`config.mk`:
```
export PLATFORM = sky130hd
export DESIGN_NAME = tape_player
export DESIGN_NICKNAME = d
export VERILOG_FILES = /design/src/rtl/laser500_pkg.sv /design/src/rtl/tape_bit_encoder.sv /design/src/rtl/tape_player.sv
export SDC_FILE = /design/constraint.sdc
export NUM_CORES = 1
export LEC_CHECK = 0
export CAP_MARGIN = 20
export CORE_MARGIN = 2
export CORE_UTILIZATION = 53
export CTS_BUF_LIST = sky130_fd_sc_hd__clkbuf_4 sky130_fd_sc_hd__clkbuf_8
export DETAILED_ROUTE_END_ITERATION = 6
export PLACE_DENSITY = 0.79
export SYNTH_ARGS = -nofsm -noshare
export SYNTH_HDL_FRONTEND = slang
export SYNTH_SLANG_ARGS = --single-unit
export TNS_END_PERCENT = 5
```
`constraint.sdc`:
```
create_clock -name F14M -period 4.6 [get_ports F14M]
set_input_delay 0.92 -clock F14M [delete_from_list [all_inputs] [get_ports F14M]]
set_output_delay 0.92 -clock F14M [all_outputs]
set_load 0.05 [all_outputs]
```
`src/rtl/laser500_pkg.sv`:
```
// Shared definitions for the Laser 500 cassette playback path.
package laser500_pkg;

  // Master clock frequency of the F14M domain.
  localparam int F14M_HZ = 14_700_000;

  // Half-period lengths in F14M ticks: 250 us (short) and 500 us (long).
  localparam int SHORT_HALF_DEFAULT = 3675;
  localparam int LONG_HALF_DEFAULT  = 7350;

  // Playback controller states.
  typedef enum logic [1:0] {
    IDLE  = 2'd0,
    FIRST = 2'd1,
    PLAY  = 2'd2,
    STALL = 2'd3
  } tape_state_t;

endpackage

```
`src/rtl/tape_bit_encoder.sv`:
```
// FSK bit encoder: bit 1 = four short halves (H,L,H,L), bit 0 = two long
// halves (H,L). The bit value is taken live from bit_val, which the caller
// keeps stable for the whole bit. bit_done is high in the last cycle of a
// bit; if bit_valid is still high the next bit starts on that edge, so
// consecutive bits are contiguous.
module tape_bit_encoder
  import laser500_pkg::*;
#(
  parameter int SHORT_HALF = SHORT_HALF_DEFAULT,
  parameter int LONG_HALF  = LONG_HALF_DEFAULT
) (
  input  logic clk,
  input  logic rst,
  input  logic bit_valid,
  input  logic bit_val,
  output logic level,
  output logic bit_done
);

  localparam int CW = $clog2(LONG_HALF + 1);

  logic [CW-1:0] cnt_q, cnt_d;
  logic [1:0]    half_q, half_d;
  logic          busy_q, busy_d;
  logic          half_end;

  // Half-period end, bit end and output level decode.
  always_comb begin
    half_end = 1'b0;
    if (busy_q) begin
      half_end = bit_val ? (cnt_q == CW'(SHORT_HALF - 1))
                         : (cnt_q == CW'(LONG_HALF - 1));
    end
    bit_done = bit_valid && half_end &&
               (bit_val ? (half_q == 2'd3) : (half_q == 2'd1));
    // Even halves are high; level is forced low whenever no bit is offered.
    level    = bit_valid && busy_q && !half_q[0];
  end

  // Next-state for the half counter and half index.
  always_comb begin
    busy_d = busy_q;
    half_d = half_q;
    cnt_d  = cnt_q;
    if (!bit_valid) begin
      busy_d = 1'b0;
      half_d = 2'd0;
      cnt_d  = '0;
    end else if (!busy_q) begin
      busy_d = 1'b1;
      half_d = 2'd0;
      cnt_d  = '0;
    end else if (half_end) begin
      cnt_d  = '0;
      half_d = bit_done ? 2'd0 : half_q + 2'd1;
    end else begin
      cnt_d  = cnt_q + CW'(1);
    end
  end

  // Encoder registers.
  always_ff @(posedge clk or posedge rst) begin
    if (rst) begin
      busy_q <= 1'b0;
      half_q <= 2'd0;
      cnt_q  <= '0;
    end else begin
      busy_q <= busy_d;
      half_q <= half_d;
      cnt_q  <= cnt_d;
    end
  end

endmodule

```
`src/rtl/tape_player.sv`:
```
// Cassette image player: fetches image bytes from SDRAM and serialises them
// MSB-first into the FSK tape waveform on casin.
//
// Read handshake: rd_req is a request that stays high, with rd_addr stable,
// until a cycle in which rd_ack is high; rd_data is valid in that cycle and
// the transfer completes on that edge. An rd_ack while rd_req is low is
// ignored, so acks that arrive after a stop are dropped.
module tape_player
  import laser500_pkg::*;
#(
  parameter logic [24:0] BASE_ADDR  = 25'h0100000,
  parameter int          SHORT_HALF = SHORT_HALF_DEFAULT,
  parameter int          LONG_HALF  = LONG_HALF_DEFAULT,
  parameter int          LEN_W      = 24
) (
  input  logic             F14M,
  input  logic             RESET,
  input  logic             start,
  input  logic             stop,
  input  logic [LEN_W-1:0] length,
  output logic             rd_req,
  output logic [24:0]      rd_addr,
  input  logic             rd_ack,
  input  logic [7:0]       rd_data,
  output logic             casin,
  output logic             playing,
  output logic             done,
  output logic             underrun,
  output logic [LEN_W-1:0] byte_count,
  output tape_state_t      dbg_state
);

  tape_state_t      state_q, state_d;
  logic [LEN_W-1:0] len_q, len_d;
  logic [LEN_W-1:0] fetched_q, fetched_d;
  logic [LEN_W-1:0] count_q, count_d;
  logic [LEN_W-1:0] count_inc;
  logic [24:0]      ptr_q, ptr_d;
  logic [7:0]       shift_q, shift_d;
  logic [2:0]       bit_idx_q, bit_idx_d;
  logic [7:0]       hold_q, hold_d;
  logic             hold_full_q, hold_full_d;
  logic             underrun_q, underrun_d;
  logic             done_q, done_d;
  logic             ack_ok;
  logic             bit_done;
  logic             enc_level;

  tape_bit_encoder #(
    .SHORT_HALF (SHORT_HALF),
    .LONG_HALF  (LONG_HALF)
  ) u_enc (
    .clk       (F14M),
    .rst       (RESET),
    .bit_valid (state_q == PLAY),
    .bit_val   (shift_q[7]),
    .level     (enc_level),
    .bit_done  (bit_done)
  );

  // Read request: byte 0 fetch, stall refill, or prefetch into an empty buffer.
  always_comb begin
    rd_req = 1'b0;
    case (state_q)
      FIRST, STALL: rd_req = 1'b1;
      PLAY:         rd_req = !hold_full_q && (fetched_q != len_q);
      default:      rd_req = 1'b0;
    endcase
  end

  assign ack_ok     = rd_ack && rd_req;
  assign rd_addr    = ptr_q;
  assign count_inc  = count_q + LEN_W'(1);
  assign casin      = enc_level;
  assign playing    = (state_q != IDLE);
  assign done       = done_q;
  assign underrun   = underrun_q;
  assign byte_count = count_q;
  assign dbg_state  = state_q;

  // Playback FSM next-state, buffer and counter updates.
  always_comb begin
    state_d     = state_q;
    len_d       = len_q;
    fetched_d   = fetched_q;
    count_d     = count_q;
    ptr_d       = ptr_q;
    shift_d     = shift_q;
    bit_idx_d   = bit_idx_q;
    hold_d      = hold_q;
    hold_full_d = hold_full_q;
    underrun_d  = underrun_q;
    done_d      = 1'b0;
    if (stop) begin
      // Abort wins over everything, including a simultaneous start.
      state_d     = IDLE;
      hold_full_d = 1'b0;
    end else begin
      case (state_q)
        IDLE: begin
          if (start) begin
            if (length == '0) begin
              done_d = 1'b1;
            end else begin
              state_d     = FIRST;
              len_d       = length;
              ptr_d       = BASE_ADDR;
              fetched_d   = '0;
              count_d     = '0;
              underrun_d  = 1'b0;
              hold_full_d = 1'b0;
            end
          end
        end
        FIRST: begin
          if (ack_ok) begin
            shift_d   = rd_data;
            bit_idx_d = 3'd7;
            ptr_d     = ptr_q + 25'd1;
            fetched_d = fetched_q + LEN_W'(1);
            state_d   = PLAY;
          end
        end
        PLAY: begin
          if (ack_ok) begin
            hold_d      = rd_data;
            hold_full_d = 1'b1;
            ptr_d       = ptr_q + 25'd1;
            fetched_d   = fetched_q + LEN_W'(1);
          end
          if (bit_done) begin
            if (bit_idx_q != 3'd0) begin
              shift_d   = {shift_q[6:0], 1'b0};
              bit_idx_d = bit_idx_q - 3'd1;
            end else begin
              count_d = count_inc;
              if (count_inc == len_q) begin
                done_d  = 1'b1;
                state_d = IDLE;
              end else if (hold_full_q) begin
                shift_d     = hold_q;
                hold_full_d = 1'b0;
                bit_idx_d   = 3'd7;
              end else if (ack_ok) begin
                // Byte arrives exactly on the boundary: play it straight away.
                shift_d     = rd_data;
                hold_full_d = 1'b0;
                bit_idx_d   = 3'd7;
              end else begin
                underrun_d = 1'b1;
                state_d    = STALL;
              end
            end
          end
        end
        STALL: begin
          if (ack_ok) begin
            shift_d   = rd_data;
            bit_idx_d = 3'd7;
            ptr_d     = ptr_q + 25'd1;
            fetched_d = fetched_q + LEN_W'(1);
            state_d   = PLAY;
          end
        end
        default: state_d = IDLE;
      endcase
    end
  end

  // Controller registers.
  always_ff @(posedge F14M or posedge RESET) begin
    if (RESET) begin
      state_q     <= IDLE;
      len_q       <= '0;
      fetched_q   <= '0;
      count_q     <= '0;
      ptr_q       <= '0;
      shift_q     <= '0;
      bit_idx_q   <= '0;
      hold_q      <= '0;
      hold_full_q <= 1'b0;
      underrun_q  <= 1'b0;
      done_q      <= 1'b0;
    end else begin
      state_q     <= state_d;
      len_q       <= len_d;
      fetched_q   <= fetched_d;
      count_q     <= count_d;
      ptr_q       <= ptr_d;
      shift_q     <= shift_d;
      bit_idx_q   <= bit_idx_d;
      hold_q      <= hold_d;
      hold_full_q <= hold_full_d;
      underrun_q  <= underrun_d;
      done_q      <= done_d;
    end
  end

endmodule

```
* Word level (Yosys, flattened, before mapping)
Index checks and enable logic that the tools add are counted.
** Word-level totals
- Flip-flop bits (word level) :: 137
- Latch bits :: 0
- RAM bits :: 0
- Memory bits (read-only) :: 0
- Bits of input ports :: 37
- Output and inout bits :: 56
- Logic and storage cells :: 141
- Memories :: 0
** Operators by class
- Add/subtract/negate cells :: 6
- Multipliers :: 0
- Divide/modulo/power cells :: 0
- Order comparisons :: 0
- Equality and inequality tests :: 26
- Shift-type cells :: 0
- Mux-type cells :: 68
- Bitwise gates (word level) :: 2
- Reductions and logical operators :: 25
** Operators by type and width (number)
- 24-bit two-way mux :: 5
- 24-bit case mux with 2 select lines :: 2
- 25-bit two-way mux :: 3
- 25-bit case mux with 2 select lines :: 1
- 24-bit by 1-bit adder with 24-bit output (second input constant) :: 2
- 8-bit two-way mux :: 5
- 13-bit two-way mux :: 3
- 2-bit two-way mux :: 13
- 25-bit by 1-bit adder with 25-bit output (second input constant) :: 1
- 24-bit == test :: 1
- 24-bit logical NOT :: 1
- 1-bit two-way mux :: 24
- 24-bit inequality test :: 1
- 3-bit inequality test (second input constant) :: 6
- 8-bit case mux with 2 select lines :: 1
- 3-bit two-way mux :: 5
- 2-bit inequality test (second input constant) :: 7
- 13-bit by 1-bit adder with 13-bit output (second input constant) :: 1
- 13-bit by 12-bit == test with 1-bit output (second input constant) :: 1
- 13-bit == test (second input constant) :: 1
- 4-bit AND reduction :: 3
- 9-bit AND reduction :: 1
- 4-bit inequality test (second input constant) :: 2
- 1-bit case mux with 2 select lines :: 4
- 19 further kinds :: 33

* Logic depth before layout (Yosys ltp)
- Depth after elaboration :: 12
- Mapped depth :: 12

* Modules after synthesis
From an unflattened synthesis, not the netlist that was laid out.
** Second synthesis, totals
- Cells, all modules :: 943
- Area, all modules :: 8368.0 µm²
** Modules (own cells, without submodules)
- tape_player :: times used 1, cells each 858, area each 7485.9 µm², seq. area each 3027.9 µm²
- tape_bit_encoder :: times used 1, cells each 85, area each 882.1 µm², seq. area each 400.4 µm²

* Worst setup path before layout
No wires, ideal clock.
- Path type :: register -> register
- From :: reg count_q[0], in the netlist byte_count[0]
- To :: reg underrun_q, in the netlist underrun
- Arrival time :: 3360 ps
- Required time :: 4478 ps
- Setup slack :: 1119 ps
- Cell stages (with the launch flop) :: 10
- Period minus slack after synthesis :: 3481 ps
- Cell sequence :: dfrtp_1 > ha_1 > nand3_1 > nor4_2 > mux2_2 > a211oi_1 > nand4_1 > or4b_1 > clkbuf_1 > a32o_1
** Between the ends
- Word-level cells in the longest chain between the ends :: 4
** RTL lines
- start, declared :: line tape_player.sv:36 : logic [LEN_W-1:0] count_q, count_d;
- start signal, assigned :: line tape_player.sv:188 : count_q <= count_d;
- 24-bit by 1-bit adder with 24-bit output :: line tape_player.sv:73 : assign count_inc = count_q + LEN_W'(1);
- 24-bit == test :: line tape_player.sv:137 : if (count_inc == len_q) begin
- 2-bit inequality test (no source line)
- 9-bit AND reduction (no source line)
- end signal, assigned :: line tape_player.sv:194 : underrun_q <= underrun_d;
- end, declared :: line tape_player.sv:43 : logic underrun_q, underrun_d;
Every way passes these cells.
A chain may end at the register's enable or synchronous reset.

* Final worst setup path
- From :: reg state_q[0], in the netlist dbg_state[0]
- To :: out casin
** Between the ends
- Word-level cells in the longest chain between the ends :: 3
** RTL lines
- start, declared :: line tape_player.sv:33 : tape_state_t state_q, state_d;
- start signal, assigned :: line tape_player.sv:185 : state_q <= state_d;
- 2-bit == test :: line tape_player.sv:55 : .bit_valid (state_q == PLAY),
- 1-bit logical AND (2 in series) :: line tape_bit_encoder.sv:37 : level = bit_valid && busy_q && !half_q[0];
- end, declared :: line tape_player.sv:25 : output logic casin,
Every way passes these cells.

==> flow_metrics.env <==
export IMPL_die_area_um2=16200
export IMPL_synth_main_ff_cell="dfrtp_1"
export IMPL_clk_latency_ns=0.46
export IMPL_wl_per_cell_um=17.6
export IMPL_dp_hpwl_um=14500
export IMPL_synth_top_cell_area_share=0.427
export IMPL_cap_viol_max_count=0
export IMPL_final_setup_skew_ns=0.00965
export IMPL_path_clk_slew_ns=0.07
export IMPL_critical_path_required_ns=3.68
export IMPL_cts_tree="yes"
export IMPL_clock_sinks=137
export IMPL_grt_max_degree=87
export IMPL_initial_core_util=0.534
export IMPL_vias=7253
export IMPL_ys_seq_area_frac=0.427
export IMPL_antenna_left=0
export IMPL_synth_compound_area_frac=0.177
export IMPL_antenna_diode_count=0
export IMPL_post_route_period_util=0.846
export IMPL_relSlewSlack=0.312
export IMPL_synthTopCellsByArea="dfrtp_1 (43%), nand2_1 (5.8%), xor2_1 (5.7%)"
export IMPL_muxShareOfSynthArea=0.0164
export IMPL_final_cell_area_um2=9510
export IMPL_grt_pass1_wl_um=34300
export IMPL_synth_largest_area_cell="dfrtp_1"
export IMPL_io_buffers=92
export IMPL_synthSimpleGateAreaFrac=0.222
export IMPL_synth_most_common_cell="dfrtp_1"
export IMPL_fill_cells=1263
export IMPL_cts_root_buf="clkbuf_8"
export IMPL_synth_fp_nets=949
export IMPL_worstMarginPinSlew_ns=1.03
export IMPL_grt_pass1_vias=6818
export IMPL_yosysWarnings=0
export IMPL_htree_num_levels=4
export IMPL_clock_path_buffers=2
export IMPL_p_leak_nw=3.93
export IMPL_maxSlewViolCount=0
export IMPL_area_sequential_um2=3430
export IMPL_vdd_drop_max_uv=220
export IMPL_routed_wl_um=20700
export IMPL_post_route_min_period_ns=3.89
export IMPL_placed_cell_area_um2=9090
export IMPL_ys_async_sr_fraction=1.00
export IMPL_numCtsBuffers=17
export IMPL_status="finished, final reports clean"
export IMPL_hp_class="reg -> reg"
export IMPL_dieHeight_um=127
export IMPL_drtPass1Iterations=6
export IMPL_syn_inst=906
export IMPL_grt_ovfl_total=0
export IMPL_numPlacedInstances=1144
export IMPL_hold_viol_final=0
export IMPL_gp_congestion=0.857
export IMPL_multiInputGateArea_um2=4310
export IMPL_pin_count=93
export IMPL_synth_fa_ha_area_frac=0.00934
export IMPL_timing_fmax_ghz=0.257
export IMPL_core_area_um2=15000
export IMPL_crit_path_start_kind="flip-flop"
export IMPL_groute_usage_overall=0.266
export IMPL_via_per_inst=6.16
export IMPL_antenna_found_initial=0
export IMPL_nets=1019
export IMPL_critPathCaptureType="output pin"
export IMPL_fp_row_count=45
export IMPL_syn_area_um2=8040
export IMPL_drive_gt1_frac=0.0708
export IMPL_synth_cell_types=69
export IMPL_area_delta_synth_final_pct=18.3
export IMPL_synth_edf_count=0
export IMPL_tns_ns=0
export IMPL_postCtsSetupRepairBufs=0
export IMPL_rsz0062_at_grt="false"
export IMPL_drt_iter0_drc=651
export IMPL_die_w_um=127
export IMPL_instances_no_fill=1177
export IMPL_ys_top_cells_by_count="dfrtp_1 (137), nand2_1 (125), nor2_1 (84)"
export IMPL_setup_violations=0
export IMPL_power_density_nw_per_um2=342
export IMPL_synth_top_family_by_area="simple AND/OR/NAND/NOR gates"
export IMPL_syn_avg_cell_area_um2=8.87
export IMPL_worstPathArrival_ns=2.97
export IMPL_cts_hold_buf=0
export IMPL_ys_ff_latch=137
export IMPL_crit_fanout=20
export IMPL_cts_resized=0
export IMPL_drc=0
export IMPL_synth_xor_area_frac=0.109
export IMPL_crit_type="reg -> out"
[sequential cells by signal (all words and copies together), names as in the netlist]
name          flops
rd_addr          25
byte_count       24
fetched_q        24
len_q            24
u_enc.cnt_q      13
hold_q            8
shift_q           8
bit_idx_q         3
dbg_state         2
u_enc.half_q      2
done              1
hold_full_q       1
u_enc.busy_q      1
underrun          1
[final cells by class]
type,instances,share of cell area
inverters,27,0.0112
well taps,188,0.0247
clock buffers,25,0.0336
repair buffers,103,0.107
flip-flops and latches,137,0.361
multi-input cells,690,0.453
clock inverters,7,0.00948
[kinds of logic (layout without fill, tap and decap cells)]
family	after synthesis	in the layout
compound gates	211	211
simple gates	361	361
buf+inv	79	162
xor+xnor	100	100
fa+ha+maj	6	6
mux	12	12
flops	137	137
[per-layer routing]
layer | wire length (um) | track usage
met5 | 0 | 0
met4 | 588 | 0.103
met3 | 1280 | 0.0490
met2 | 9530 | 0.411
met1 | 9320 | 0.374
[worst max-delay path, stage by stage, from the launching register on]
cell	delay, ns
dfrtp_1	0.38
inv_1	0.21
nand2_1	0.09
buf_4	0.22
inv_1	0.33
nand2_1	0.20
nor2_1	0.23
clkdlybuf4s50_1	0.86
[power by group]
group	internal, mW	switching [mW]	leakage, nW	total, mW
Sequential	1.34	0.153	1.83	1.49
Combinational	0.322	0.429	1.89	0.750
Clock	0.561	0.451	0.210	1.01
[per-stage QoR]
| step | power [mW] | worst slack (ns) | hold slack [ns] | util |
|---|---|---|---|---|
| after global routing | 3.43 | 0.538 | 0.531 | 0.632 |
| final | 3.25 | 0.710 | 0.498 | 0.632 |
| after global placement | 2.23 | 0.929 | 0.473 | 0.605 |
| after CTS | 3.27 | 0.746 | 0.501 | 0.632 |
| after detailed placement | 2.25 | 0.878 | 0.484 | 0.605 |
| after floorplan | 2.02 | 0.0122 | 0.456 | - |
[worst paths after layout]
check	startpoint	end	slack, ns	cells after the start
max	dbg_state[0]	casin	0.71	7
max in group asynchronous	RESET	len_q[3]	2.72	3
min	bit_idx_q[0]	bit_idx_q[0]	0.50	2
max reg2reg	byte_count[0]	shift_q[3]	0.86	9
min in group asynchronous	RESET	shift_q[4]	0.99	2
min reg2reg	bit_idx_q[0]	bit_idx_q[0]	0.50	2
[placed cells by master (no fill, tap or decap), drive strengths merged, types with 7 or more instances in the layout]
cell type        n
nand3           23
inv             26
a31oi           11
o221ai           8
o31ai            9
nor3            11
xnor2           48
or3             17
a21oi           40
buf             10
dfrtp          137
and2             9
o32ai            7
clkdlybuf4s50   92
nor3b            7
or4              7
nor4            11
o41ai            7
nor2            84
and4            10
nand4           24
nand2          125
a22oi            8
o211ai          21
o2111ai         13
mux2             9
xor2            52
o21ai           57
clkbuf          26
o21a             8
and3            19
(Power assumes the default switching activity.)
==> RTL edit: new RTL, config.mk and constraints unchanged <==
`hold_q` no longer has a reset.
--- a/src/rtl/tape_player.sv
+++ b/src/rtl/tape_player.sv
@@ -177,7 +177,6 @@
       ptr_q       <= '0;
       shift_q     <= '0;
       bit_idx_q   <= '0;
-      hold_q      <= '0;
       hold_full_q <= 1'b0;
       underrun_q  <= 1'b0;
       done_q      <= 1'b0;
@@ -189,12 +188,15 @@
       ptr_q       <= ptr_d;
       shift_q     <= shift_d;
       bit_idx_q   <= bit_idx_d;
-      hold_q      <= hold_d;
       hold_full_q <= hold_full_d;
       underrun_q  <= underrun_d;
       done_q      <= done_d;
     end
   end
 
+  always_ff @(posedge F14M) begin
+    hold_q <= hold_d;
+  end
+
 endmodule
 
Check against the original RTL: same outputs for any inputs over 4 cycles, from zero or initial values and one cycle with RESET high; that may be too few to reach the edited logic, so the function may still have changed.
==> RTL edit against the original RTL <==
Setup slack better by 260 ps. Sequential cell count stayed put. Power is 6.6% higher. Final area is 0.30% higher. Area after synthesis is 0.31% lower. Clock skew is 5.0 ps higher. Wire length is 3.3% higher.
==> RTL edit: results (changes against the original RTL) <==
stage	metric	value	unit	change
hold_path	hold_end	bit_idx_q[0]$_DFFE_PP0P_		
detailed_routing	avgViaCountPerCell	6.126		-0.59%
placement	portBuffers	92		unchanged
yosys	yosysSeqAreaShare	0.4330		+0.006331
detailed_routing	drt-initial-drc-count	752		+16%
global_routing	grtUsageTotal	0.2741		+0.008437
yosys	synth_area_leaders	dfrtp_1 (40%), nand2_1 (6.3%), xnor2_1 (5.6%)		
clock_tree	cts.reportedPaths.clkPinSlew	80	ps	
yosys	yosys_warnings	0		unchanged
yosys	synth_async_sr_flop_share	0.9416		-0.05839
yosys	syn_nets	957		+0.84%
yosys	synth-adder-area-share	0.009372		+0.00002919
clock_tree	cts_buffers	17		unchanged
hold_path	hold_start	bit_idx_q[0]$_DFFE_PP0P_		
finish	n_fill_cell	1233		-2.4%
global_routing	grt_max_degree	75		-14%
yosys	synth-xor-area-share	0.09513		-0.01387
yosys	synth_mux_area_frac	0.002499		-0.01385
hold_path	min_path_cells	1		-1
yosys	ys_top_cells_by_count	nand2_1 (134), dfrtp_1 (129), nor2_1 (93)		
global_routing	antenna_found_initial	0		unchanged
status	status	completed		
placement	place_hpwl	14840	µm	+2.3%
finish	diodes	0		unchanged
detailed_routing	drt_wl_total	21400	µm	+3.3%
finish	drive_gt1_frac	0.07164		+0.0008632
timing	fin_skew	14.65	ps	+4.997 ps
timing	slew-limit-headroom	0.3632		+0.05075
setup_path	reg2reg_to	shift_q[0]$_DFFE_PP0P_		
power_and_ir_drop	ir_worst_vdd	0.2381	mV	+8.0%
finish	nets	1036		+1.7%
setup_path	crit_family	simple AND/OR/NAND/NOR gates		
setup_path	reg2reg_depth	9		unchanged
yosys	synth-edff-count	8		+8
setup_path	crit_start	byte_count[0]$_DFFE_PP0P_		
setup_path	crit_path_max_fanout	9		-55%
yosys	synth.distinct_cells	60		-13%
global_routing	first_global_vias	6900		+1.2%
clock_tree	postCtsSetupBuffers	0		unchanged
clock_tree	cts-htree-levels	4		unchanged
setup_path	cp_data_arrival_time	3990	ps	+1020 ps
setup_path	cp_slowest_cell	or2_0		
yosys	synth_compound_area_frac	0.1696		-0.007569
hold_path	hp-class	reg2reg		
clock_tree	clk_path_buf_depth	2		unchanged
placement	gp_congestion	0.8972		+4.7%
power_and_ir_drop	p_leak	3.918	nW	-0.28%
global_routing	grt_pass1_wl	35090	µm	+2.2%
clock_tree	root_buffer	clkbuf_8		
clock_tree	clk-insertion-delay-late	470	ps	
setup_path	critPathMaxStageDelay	530	ps	-330 ps
setup_path	reg2reg_slack	970	ps	+110 ps
setup_path	endpoint_kind	flop		
yosys	synth_flop_cell	dfrtp_1		
detailed_routing	drtPass1Iterations	7		+1
finish	largest_register_ffs	25		unchanged
clock_tree	cts.repair.resized	0		unchanged
==> RTL edit: per-layer routing <==
metal / global-route usage / up-vias / wire length, µm
li1: - / 3423 / -
met1: 0.3830 / 3548 / 9248
met2: 0.4285 / 280 / 10310
met3: 0.05905 / 33 / 1487
met4: 0.08856 / 0 / 354
met5: 0 / - / 0
==> RTL edit: stage by stage <==
step,std cells,cell area (µm²),hold WS [ps],worst slack (ps)
floorplan,914,8010,459.6,239.0
global placement,1158,9119,477.0,998.9
detailed placement,1158,9119,490.7,942.9
CTS,1189,9534,499.5,956.3
global route,1189,9534,554.1,675.7
finish,1189,9534,502.8,973.6
==> RTL edit: area by class of cell <==
class                   count  area share
repair buffers            108      0.1118
inverters                  26     0.01050
multi-input cells         703      0.4462
clock buffers              24     0.03136
well taps                 184     0.02415
clock inverters             7     0.01220
flip-flops and latches    137      0.3638
==> RTL edit: power breakdown <==
group	total [mW]	switching, mW	internal, mW
registers	1.52	0.184	1.34
clock network	1.06	0.468	0.592
logic	0.887	0.514	0.372
